===== config.mk =====
export PLATFORM = sky130hd
export DESIGN_NAME = bcd2bin
export DESIGN_NICKNAME = d
export VERILOG_FILES = /design/src/rtl/bcd2bin.sv
export SDC_FILE = /design/constraint.sdc
export NUM_CORES = 1
export LEC_CHECK = 0
export ABC_AREA = 1
export CAP_MARGIN = 20
export CORE_MARGIN = 2
export CORE_UTILIZATION = 55
export CTS_CLUSTER_DIAMETER = 120
export DETAILED_ROUTE_END_ITERATION = 8
export GPL_ROUTABILITY_DRIVEN = 1
export PLACE_DENSITY = 0.8
export SYNTH_ARGS = -nofsm -noshare
export SYNTH_HDL_FRONTEND = slang
export SYNTH_SLANG_ARGS = --single-unit

===== constraint.sdc =====
create_clock -name clock -period 1.6 [get_ports clock]
set_input_delay 0.32 -clock clock [delete_from_list [all_inputs] [get_ports clock]]
set_output_delay 0.32 -clock clock [all_outputs]
set_load 0.01 [all_outputs]

===== src/rtl/bcd2bin.sv =====
// Sequential BCD-to-binary converter using reverse double-dabble.
// One bit of the packed BCD operand moves into the binary accumulator on each clock.
module bcd2bin #(
   parameter int unsigned W = 32,
   parameter int unsigned D = 10
) (
   input  logic           clock,
   input  logic           reset_n,
   input  logic           start,
   input  logic [4*D-1:0] bcd_in,
   output logic           busy,
   output logic           done,
   output logic [W-1:0]   bin_out,
   output logic           overflow,
   output logic           invalid
);

   localparam int unsigned N    = 4 * D;
   localparam int unsigned CntW = $clog2(N + 1);

   typedef enum logic [1:0] {StIdle, StShift, StDone} state_e;

   state_e          state_q, state_d;
   logic [N-1:0]    sr_q, sr_d;
   logic [N-1:0]    acc_q, acc_d;
   logic [CntW-1:0] cnt_q, cnt_d;
   logic            busy_q, busy_d;
   logic            done_q, done_d;
   logic [W-1:0]    bin_q, bin_d;
   logic            ovf_q, ovf_d;
   logic            inv_q, inv_d;

   logic            in_bad;
   logic            last_iter;
   logic [N-1:0]    sr_shift, sr_adj, acc_shift;
   logic [W-1:0]    res_bin;
   logic            res_ovf;

   always_comb begin
      in_bad = 1'b0;
      for (int unsigned i = 0; i < D; i++) begin
         if (bcd_in[4*i +: 4] > 4'd9) in_bad = 1'b1;
      end
   end

   // A digit >= 8 after the right shift held a 10+ weight before it; subtract 3 to re-base it.
   always_comb begin
      sr_shift  = {1'b0, sr_q[N-1:1]};
      acc_shift = {sr_q[0], acc_q[N-1:1]};
      sr_adj    = sr_shift;
      for (int unsigned i = 0; i < D; i++) begin
         if (sr_shift[4*i+3]) sr_adj[4*i +: 4] = sr_shift[4*i +: 4] - 4'd3;
      end
   end

   generate
      if (W >= N) begin : g_wide
         assign res_bin = W'(acc_shift);
         assign res_ovf = 1'b0;
      end else begin : g_narrow
         assign res_bin = acc_shift[W-1:0];
         assign res_ovf = |acc_shift[N-1:W];
      end
   endgenerate

   assign last_iter = (cnt_q == CntW'(N - 1));

   always_ff @(posedge clock or negedge reset_n) begin
      if (!reset_n) begin
         state_q <= StIdle;
         sr_q    <= '0;
         acc_q   <= '0;
         cnt_q   <= '0;
         busy_q  <= 1'b0;
         done_q  <= 1'b0;
         bin_q   <= '0;
         ovf_q   <= 1'b0;
         inv_q   <= 1'b0;
      end else begin
         state_q <= state_d;
         sr_q    <= sr_d;
         acc_q   <= acc_d;
         cnt_q   <= cnt_d;
         busy_q  <= busy_d;
         done_q  <= done_d;
         bin_q   <= bin_d;
         ovf_q   <= ovf_d;
         inv_q   <= inv_d;
      end
   end

   always_comb begin
      state_d = state_q;
      unique case (state_q)
         StIdle:  if (start) state_d = in_bad ? StDone : StShift;
         StShift: if (last_iter) state_d = StDone;
         StDone:  state_d = StIdle;
         default: state_d = StIdle;
      endcase
   end

   always_comb begin
      sr_d   = sr_q;
      acc_d  = acc_q;
      cnt_d  = cnt_q;
      bin_d  = bin_q;
      ovf_d  = ovf_q;
      inv_d  = inv_q;
      busy_d = (state_d == StShift);
      done_d = (state_d == StDone);
      unique case (state_q)
         StIdle: begin
            if (start) begin
               sr_d  = bcd_in;
               acc_d = '0;
               cnt_d = '0;
               ovf_d = 1'b0;
               inv_d = in_bad;
               if (in_bad) bin_d = '0;
            end
         end
         StShift: begin
            sr_d  = sr_adj;
            acc_d = acc_shift;
            cnt_d = cnt_q + CntW'(1);
            if (last_iter) begin
               bin_d = res_bin;
               ovf_d = res_ovf;
            end
         end
         default: ;
      endcase
   end

   assign busy     = busy_q;
   assign done     = done_q;
   assign bin_out  = bin_q;
   assign overflow = ovf_q;
   assign invalid  = inv_q;

endmodule

==> results.tsv, run 1 <==
stage	metric	value	unit
finish	area_delta_synth_final	35.5	%
sta	hold_ws	0.268	ns
global_routing	grtUsageTotal	0.264	
synth	synth_top_family_by_area	simple AND/OR/NAND/NOR gates	
power_and_ir_drop	pwr-share-seq	0.353	
global_routing	grt_max_degree	36	
finish	utilization	0.768	
synth	synth_nets	656	
finish	drive_gt1_frac	0.148	
global_routing	grt_util_met1	0.337	
synth	syn_inst	603	
critical_path	r2r_cells	8	
drt	vias_per_cell	5.83	
critical_path	worstPathRequired	2.01	ns
power_and_ir_drop	power_frac_clock	0.327	
synth	synthMuxAreaShare	0.00360	
die	std_cell_rows	36	
clocking	clock_path_buffers	2	
clocking	h-tree-depth	4	
synth	synth_cell_type_count	27	
critical_path	reg2reg_from	cnt_q[0]	
outcome	violations	negative setup slack	
critical_path	r2r-end	bin_out[28]	
drt	wl_per_cell	16.9	um
synth	synthAdderAreaFrac	0.0225	
sta	fin_crit	1.67	ns
clocking	cts-root-buf	clkbuf_8	
die	coreArea	9820	um^2
critical_path	end_kind	flip-flop	
critical_path	criticalPathCategory	flip-flop to flip-flop	
sta	drv_slew	0	
drt	via_count	4985	
power_and_ir_drop	switching_power	4440	uW
finish	nFillCells	664	
hold_path	hold_path_class	input pin to async pin	
sta	max_slew_margin	0.744	
power_and_ir_drop	p_per_area	1660	nW/um^2
place	numPortBuffers	78	
sta	tightest_slew	0.384	ns
critical_path	rrSetupSlack	-0.07	ns
power_and_ir_drop	internal_power	8080	uW
global_routing	antenna_found_initial	0	
clocking	path_clk_slew	0.06	ns
drt	dr.first_iter.drc_count	341	
synth	avgSynthCellArea	9.23	um^2
power_and_ir_drop	peakVddDrop	1.13	mV
global_routing	use_met2	0.444	
die	fp.dieH	105	um
power_and_ir_drop	finalPower	12500	uW
sta	fmax	600	MHz
die	start_util	0.567	
synth	yosys.area_share.simple	0.173	
global_routing	gr-usage-met3	0.0518	
outcome	outcome	finished with violations	
synth	yosys_warnings	0	
finish	antenna_cells	0	
global_routing	grt_pass1_vias	4910	
global_routing	grt_pass1_wl	23300	um
drt	drc_errors	0	
synth	ys_seq_elements	123	
finish	seqCellArea	3080	um^2
die	die_w	105	um
synth	ys_seq_area_frac	0.553	
sta	fin_setup_tns	-0.556	ns
drt	ant_nets	0	
clocking	clk_latency	0.53	ns
finish	multi_input_area	2120	um^2
clocking	cts_tree	yes	
power_and_ir_drop	p_leak	0.00367	uW
sta	finalSetupViolCount	21	
finish	fin_nets	762	
global_routing	grt_overflow	0	
place	hpwl	9030	um
sta	skew	0.00918	ns
clocking	cts.sinks	123	
critical_path	start_kind	flip-flop	
drt	drt-total-wl	14400	um
critical_path	cp_max_fo	17	
power_and_ir_drop	p_sw_frac	0.354	
sta	finalCritPeriodShare	1.04	
sta	setup_ws	-0.0670	ns
flow_run	drv_cap	0	
synth	synth_compound_area_frac	0.164	
place	gp_congestion	0.836	
critical_path	arrival	2.08	ns
sta	rsz0062_at_grt	yes	
drt	drt-pass1-iter-count	5	
sta	finalHoldViolCount	0	
die	pin_count	79	
synth	synth_xor_xnor_area_share	0	
global_routing	grt.busiest_layer	met2	
power_and_ir_drop	pwr-share-comb	0.320	
clocking	cts_buffers	17	
die	die_area	10900	um^2
synth	syn_area	5560	um^2
[logic make-up after synthesis]
kind of cell	Yosys count
compound gates	147
fa+ha+maj	10
buf+inv	116
flops	123
mux	2
simple gates	205
[flip-flops by register name (all words and copies together), names as in the netlist]
name      count
overflow      1
busy          1
bin_out      32
sr_q         40
invalid       1
acc_q        39
done          1
state_q       2
cnt_q         6
[layer usage]
layer,wire [um],vias up
met5,0,-
met4,335,0
met3,817,29
met2,7450,193
met1,5820,2440
li1,-,2323
[per-stage QoR]
step                      instance area, um^2  instances  setup WS [ns]
after floorplan                          5560        603          0.154
after global placement                   6720        814         -0.296
after detailed placement                 6720        814         -0.344
after CTS                                7330        847        -0.0140
after global routing                     7540        855         -0.131
final                                    7540        855        -0.0670
[power by group through the flow]
stage	registers [uW]	logic, uW	clock network (uW)
global placement	4380	3690	0
finish	4420	4010	4090
detailed placement	4440	3870	0
floorplan	4300	2670	0
CTS	4400	3920	4110
global route	4500	4490	4280
[critical path, cell delays in order, from the launching register on]
cell and delay, ns:
dfrtp_1 0.39, ha_2 0.21, nand2_2 0.08, nor4_4 0.24, buf_4 0.19, nand2_8 0.08
clkbuf_16 0.19, nand3_1 0.10, nand2_1 0.07
[placed cells by master, fill, tap and decap left out, drive strengths merged, types with 2 or more instances in the layout]
master         instances
o211ai                12
bufinv                 4
mux2i                  2
inv                   80
a2bb2oi                9
clkinv                 3
clkdlybuf4s50         41
dfrtp                123
a31oi                  8
o21ai                 39
nor2                  28
nand2                 93
clkinvlp               3
clkbuf                22
o22ai                 46
nand4                 34
nand3                 49
ha                    10
dlygate4sd2           36
a21oi                 20
o221ai                10
buf                   45
[area by class of cell]
cell class | instances | area share
clock buffer | 20 | 0.0604
clock inverter | 12 | 0.0247
inverter | 78 | 0.0388
multi-input combinational | 364 | 0.281
sequential | 123 | 0.408
tap | 133 | 0.0221
timing repair buffer | 125 | 0.165
[cells in the mapped netlist]
cell type	n	area [um^2]
a21oi_1	20	100
a22o_1	1	8.76
clkbuf_1	10	37.5
mux2i_1	2	20.0
o21ai_0	33	165
dfrtp_1	123	3080
nand2_2	3	18.8
nand3_1	48	240
nor4_4	1	21.3
o31ai_1	1	7.51
inv_2	4	15.0
buf_2	24	120
a31oi_1	8	50.1
o221ai_1	10	87.6
o22ai_1	46	288
nor2_8	1	20.0
nand2_1	90	338
a2bb2oi_1	9	78.8
buf_1	4	15.0
o21ai_1	6	30.0
nand4_1	34	213
ha_1	10	125
o211ai_1	12	90.1
nand3_2	1	10.0
o21a_1	1	7.51
nor2_1	27	101
inv_1	74	278
[how the worst max path moves through the flow]
stage             endpoint       start  cells after the start  slack, ns
6_report       bin_out[28]    cnt_q[0]                      8      -0.07
5_1_grt        bin_out[28]    cnt_q[0]                      8      -0.13
4_1_cts         bin_out[3]    cnt_q[0]                      6      -0.01
3_5_place_dp    bin_out[3]  bcd_in[26]                      9      -0.34
3_3_place_gp   bin_out[30]  bcd_in[26]                      9      -0.30
2_1_floorplan  bin_out[10]    cnt_q[0]                      7       0.15
[timing repair]
item / CTS / global route
gates resized for setup: 36 / 26
cloned: 0 / 4
pin swaps: 0 / 7
hold endpoints to repair: 22 / 0
endpoints found under the setup margin: 37 / 34
buffers inserted: 0 / 4
hold buffers: 1 / 0
(Power assumes the default switching activity.)
==> run 2: changes to the inputs <==
--- a/config.mk
+++ b/config.mk
@@ -12,6 +12,7 @@
 export CTS_CLUSTER_DIAMETER = 120
 export DETAILED_ROUTE_END_ITERATION = 8
 export GPL_ROUTABILITY_DRIVEN = 1
+export GPL_TIMING_DRIVEN = 0
 export PLACE_DENSITY = 0.8
 export SYNTH_ARGS = -nofsm -noshare
 export SYNTH_HDL_FRONTEND = slang
==> run 2 against run 1 <==
Against the previous run: the run ends with design-rule violations left; total power up 3.8%; critical path depth down 1; maximum frequency up 7.3%; sequential cell count unchanged; worst hold slack better by 0.070 ns; non-clock buffer count up 11; die area unchanged; critical path type unchanged.
==> results.tsv, run 2 (synthesis gave the netlist of run 1 again) <==
stage	metric	value	unit	change
outcome	outcome	finished with violations		
outcome	violations	design-rule violations		
power_and_ir_drop	p_leak	0.00365	uW	-0.40%
place	place_inst	815		+0.12%
die	std_cell_rows	36		unchanged
power_and_ir_drop	peakVddDrop	1.18	mV	+5.0%
place	hpwl	9750	um	+8.0%
critical_path	end_kind	flip-flop		
drt	wl_per_cell	18.3	um	+8.5%
sta	drv_slew	0		unchanged
finish	regMostFlops	sr_q		
clocking	h-tree-depth	4		unchanged
global_routing	antenna_found_initial	0		unchanged
drt	via_count	5192		+4.2%
sta	fin_setup_tns	0	ns	+0.556 ns
critical_path	rrSetupSlack	0.05	ns	+0.11 ns
sta	skew	0.00961	ns	+0.000426 ns
drt	dr.first_iter.drc_count	404		+18%
power_and_ir_drop	power_frac_clock	0.323		-0.004
finish	fin_nets	773		+1.4%
sta	fin_crit	1.55	ns	-0.114 ns
hold_path	hold_path_class	input pin to async pin		
critical_path	critPathSlowestCell	dfrtp_1		
drt	vias_per_cell	6.00		+2.8%
power_and_ir_drop	p_sw_frac	0.369		+0.0144
clocking	cts_tree	yes		
sta	setup_ws	0.0467	ns	+0.114 ns
sta	fmax	644	MHz	+7.3%
die	die_area	10900	um^2	unchanged
finish	fin_cells	866		+1.3%
clocking	cts-root-buf	clkbuf_8		
die	coreArea	9820	um^2	unchanged
place	gp_congestion	0.911		+9.1%
drt	drt-total-wl	15800	um	+9.9%
critical_path	worstPathRequired	2.01	ns	about the same
power_and_ir_drop	pwr-share-seq	0.342		-0.011
die	pin_count	79		unchanged
clocking	cts.sinks	123		unchanged
finish	largest_reg_flops	40		unchanged
finish	utilization	0.754		-0.0133
global_routing	grt_pass1_wl	25400	um	+8.9%
drt	drc_errors	1		+1
finish	final_cell_mix	123 x dfrtp_1, 89 x nand2_1, 74 x inv_1, 47 x nand3_1, 46 x o22ai_1		
global_routing	grt_overflow	0		unchanged
power_and_ir_drop	p_per_area	1750	nW/um^2	+5.6%
clocking	path_clk_slew	0.06	ns	about the same
critical_path	arrival	1.96	ns	-0.12 ns
die	start_util	0.567		unchanged
clocking	cts_buffers	17		unchanged
drt	ant_nets	0		unchanged
power_and_ir_drop	pwr-share-comb	0.336		+0.016
drt	drt-pass1-iter-count	8		+3
critical_path	slowest_delay	0.31	ns	-0.08 ns
finish	antenna_cells	0		unchanged
place	numPortBuffers	78		unchanged
critical_path	path_buf_inv	5		+3
place	place_area	6540	um^2	-2.7%
power_and_ir_drop	internal_power	8200	uW	+1.5%
critical_path	critPathCapture	acc_q[1]		
sta	max_slew_margin	0.619		-0.125
die	fp.dieH	105	um	unchanged
critical_path	worstSetupStartpoint	state_q[0]		
global_routing	grtUsageTotal	0.295		+0.0310
critical_path	cp_max_fo	10		-7
global_routing	grt_pass1_vias	5253		+7.0%
finish	drive_gt1_frac	0.131		-0.0172
clocking	clock_path_buffers	2		unchanged
finish	layout_commonest_cell	dfrtp_1		
die	die_w	105	um	unchanged
critical_path	criticalPathCategory	flip-flop to flip-flop		
place	pre_cts_slack	-0.435	ns	-0.0907 ns
clocking	clk_latency	0.53	ns	about the same
critical_path	reg2reg_from	state_q[0]		
finish	area_delta_synth_final	33.1	%	
global_routing	grt_max_degree	64		+78%
critical_path	r2r_cells	7		-1
critical_path	r2r-end	acc_q[1]		
critical_path	path_cells	buf_2 > inv_4 > nor2_8 > inv_2 > buf_6 > clkbuf_4 > o21ai_0		
sta	tightest_slew	0.572	ns	+0.188 ns
sta	finalHoldViolCount	0		unchanged
critical_path	path_depth	7		-1
finish	final_cell_area	7410	um^2	-1.7%
power_and_ir_drop	switching_power	4790	uW	+8.0%
critical_path	start_kind	flip-flop		
flow_run	drv_cap	0		unchanged
sta	finalCritPeriodShare	0.971		-0.0711
critical_path	crit_family	buffers and inverters		
sta	finalSetupViolCount	0		-100%
[run 2: through the flow]
step	hold WS, ns	power (uW)
2_1_floorplan	0.0244	6970
3_3_place_gp	0.469	8030
3_5_place_dp	0.335	8280
4_1_cts	0.367	12600
5_1_grt	0.391	13600
6_report	0.338	13000
[run 2: layout make-up]
class                           count  area (um^2)
Buffer                             38          255
Clock buffer                       19          432
Clock inverter                     13          214
Fill cell                         692         2410
Inverter                           78          295
Multi-Input combinational cell    364         2050
Sequential cell                   123         3080
Tap cell                          133          166
Timing Repair Buffer               98          915
[run 2: power by group through the flow]
stage | registers, uW | logic (uW) | clock network [uW]
after CTS | 4400 | 4010 | 4180
after global placement | 4390 | 3640 | 0
after detailed placement | 4430 | 3850 | 0
after global routing | 4520 | 4770 | 4350
final | 4440 | 4360 | 4200
after floorplan | 4300 | 2670 | 0
[run 2: worst register-to-register path, cell delays in order, from the launching register on]
cell,delay [ns]
dfrtp_1,0.31
buf_2,0.20
inv_4,0.08
nor2_8,0.13
inv_2,0.09
buf_6,0.17
clkbuf_4,0.20
o21ai_0,0.26
[run 2: how the worst min path moves through the flow]
stage / endpoint / start / slack [ns] / depth (start not counted)
6_report: bin_out[9] / reset_n / 0.34 / 2
2_1_floorplan: acc_q[10] / reset_n / 0.02 / 0
5_1_grt: sr_q[16] / bcd_in[16] / 0.39 / 3
4_1_cts: bin_out[9] / reset_n / 0.37 / 2
3_5_place_dp: bin_out[9] / reset_n / 0.34 / 1
3_3_place_gp: sr_q[39] / sr_q[39] / 0.47 / 2
[run 2: metal layers]
metal,share of wire,up-vias,GRT usage
met5,0,-,0
met4,0.029,0,0.110
met3,0.074,58,0.0680
met2,0.51,275,0.511
met1,0.39,2510,0.361
li1,-,2349,-
[run 2: repair_timing]
item / 4_1_cts / 5_1_grt
setup buffers: 8 / 10
gates cloned: 0 / 1
resized for setup: 60 / 25
setup endpoints to repair: 138 / 100
endpoints found under the hold margin: 62 / 0
hold buffers: 1 / 0
pin swaps: 2 / 6
==> run 3: changes to the inputs <==
==> constraint.sdc (replaced) <==
create_clock -name clock -period 1.5 [get_ports clock]
set_input_delay 0.3 -clock clock [delete_from_list [all_inputs] [get_ports clock]]
set_output_delay 0.3 -clock clock [all_outputs]
set_load 0.01 [all_outputs]
==> run 3 against run 2 <==
Against the previous run: the run ends with negative setup slack left; cell count is 1.6% higher; sequential share of layout area is 2.0 points lower; register-to-register slack worse by 0.10 ns; highest routed layer unchanged; global-route usage is 1.8 points higher; via count is 6.5% higher; total power is 10% higher; sequential cell count stayed put; count of clock-buffer cells in the layout stayed put; critical endpoint is now bin_out[1]; first-iteration DRC count is 23% higher; wire length is 13% higher.
==> results.tsv, run 3 (synthesis gave the netlist of run 1 again) <==
stage	metric	value	unit	change
outcome	outcome	finished with violations		
outcome	violations	negative setup slack		
global_routing	antenna_found_initial	0		unchanged
drt	via_count	5532		+6.5%
critical_path	worstPathRequired	1.97	ns	-0.04 ns
sta	drv_slew	0		unchanged
global_routing	grt_pass1_wl	26800	um	+5.5%
place	hpwl	9750	um	unchanged
die	pin_count	79		unchanged
power_and_ir_drop	peakVddDrop	1.16	mV	-1.8%
sta	setup_ws	-0.0573	ns	-0.104 ns
global_routing	grt_pass1_vias	5501		+4.7%
critical_path	criticalPathCategory	flip-flop to flip-flop		
finish	largest_reg_flops	40		unchanged
place	place_area	6540	um^2	unchanged
clocking	clock_path_buffers	2		unchanged
drt	drt-total-wl	17900	um	+13%
critical_path	critPathSlowestCell	dfrtp_1		
die	die_w	105	um	unchanged
critical_path	slowest_delay	0.37	ns	+0.06 ns
finish	antenna_cells	0		unchanged
sta	skew	0.00851	ns	-0.00110 ns
clocking	path_clk_slew	0.06	ns	about the same
drt	ant_nets	0		unchanged
global_routing	grt_max_degree	64		unchanged
critical_path	path_buf_inv	3		-2
place	gp_congestion	0.911		unchanged
power_and_ir_drop	p_leak	0.00365	uW	-0.11%
finish	fin_nets	787		+1.8%
finish	drive_gt1_frac	0.186		+0.0551
critical_path	cp_max_fo	8		-2
drt	dr.first_iter.drc_count	495		+23%
sta	finalSetupViolCount	20		+20
sta	rsz0062_at_grt	yes		
critical_path	arrival	2.03	ns	+0.07 ns
drt	wl_per_cell	20.3	um	+11%
clocking	cts_buffers	17		unchanged
hold_path	hold_path_class	input pin to async pin		
sta	fin_setup_tns	-0.342	ns	-0.342 ns
sta	fmax	642	MHz	-0.25%
drt	drt-pass1-iter-count	6		-2
die	start_util	0.567		unchanged
clocking	h-tree-depth	4		unchanged
flow_run	drv_cap	0		unchanged
place	numPortBuffers	78		unchanged
critical_path	start_kind	flip-flop		
finish	area_delta_synth_final	39.8	%	
critical_path	crit_family	buffers and inverters		
critical_path	end_kind	flip-flop		
die	std_cell_rows	36		unchanged
die	fp.dieH	105	um	unchanged
drt	vias_per_cell	6.29		+4.9%
drt	drc_errors	0		-1
finish	nFillCells	595		-14%
finish	regMostFlops	sr_q		
sta	max_slew_margin	0.617		-0.00194
sta	finalCritPeriodShare	1.04		+0.0674
die	coreArea	9820	um^2	unchanged
global_routing	grtUsageTotal	0.313		+0.0180
die	die_area	10900	um^2	unchanged
clocking	cts.sinks	123		unchanged
finish	final_cell_area	7780	um^2	+5.0%
global_routing	grt_overflow	0		unchanged
sta	finalHoldViolCount	0		unchanged
critical_path	cp_common_cell	buf_6		
sta	tightest_slew	0.575	ns	+0.00291 ns
finish	final_cell_mix	123 x dfrtp_1, 87 x nand2_1, 74 x inv_1, 43 x o22ai_1, 41 x clkdlybuf4s50_1		
clocking	cts-root-buf	clkbuf_8		
finish	layout_commonest_cell	dfrtp_1		
critical_path	path_cells	ha_2 > nand2_2 > nor4_4 > buf_4 > buf_6 > buf_6 > nand4_1 > nand2_1		
sta	fin_crit	1.56	ns	+0.00396 ns
clocking	clk_latency	0.53	ns	about the same
clocking	cts_tree	yes		
power_and_ir_drop	p_per_area	1850	nW/um^2	+5.2%
-- run 3: path summary, 6_finish.rpt --
kind | start | to | slack, ns | cells past startpoint
worst max-delay path | cnt_q[1] | bin_out[1] | -0.06 | 8
worst max register to register | cnt_q[1] | bin_out[1] | -0.06 | 8
min in group clock | bcd_in[16] | sr_q[16] | 0.35 | 3
worst min-delay path | reset_n | bin_out[9] | 0.34 | 2
worst min register to register | sr_q[39] | sr_q[39] | 0.50 | 2
max in group asynchronous | reset_n | sr_q[32] | 0.47 | 3
-- run 3: repair_timing --
item                                   4_1_cts  5_1_grt
gates cloned                                 4        0
buffers inserted                            18       11
setup endpoints to repair                  156      140
hold buffers                                 1        0
gates resized for setup                    104       68
endpoints found under the hold margin       62        0
pin swaps                                   29       14
-- run 3: layer usage --
layer | GRT usage | vias to the layer above | share of wire
met4 | 0.136 | 0 | 0.038
met1 | 0.377 | 2695 | 0.37
met2 | 0.547 | 381 | 0.51
met5 | 0 | - | 0
met3 | 0.0624 | 82 | 0.080
li1 | - | 2374 | -
-- run 3: layout make-up --
cell class / count / area, um^2 / share of cell area
plain buffers: 38 / 297 / 0.0381
clock buffers: 19 / 432 / 0.0555
clock inverters: 13 / 214 / 0.0275
inverters: 78 / 298 / 0.0383
multi-input cells: 364 / 2200 / 0.282
flip-flops and latches: 123 / 3080 / 0.396
well taps: 133 / 166 / 0.0214
repair buffers: 112 / 1100 / 0.141
-- run 3: metrics by stage --
step                      setup slack [ns]  utilization  total power [uW]  cells  hold slack, ns
final                              -0.0573        0.792             14400    880           0.338
after detailed placement            -0.515        0.666              8830    815           0.315
after floorplan                     0.0545            -              7430    603         0.00441
after global placement               -4.46        0.663              8560    814           0.469
after CTS                           -0.139        0.766             13700    870           0.347
after global routing                -0.131        0.792             15000    880           0.373
-- run 3: power breakdown --
part | total (uW) | switching (uW) | internal, uW
logic | 5080 | 3100 | 1980
clock network | 4520 | 1590 | 2930
registers | 4750 | 685 | 4060
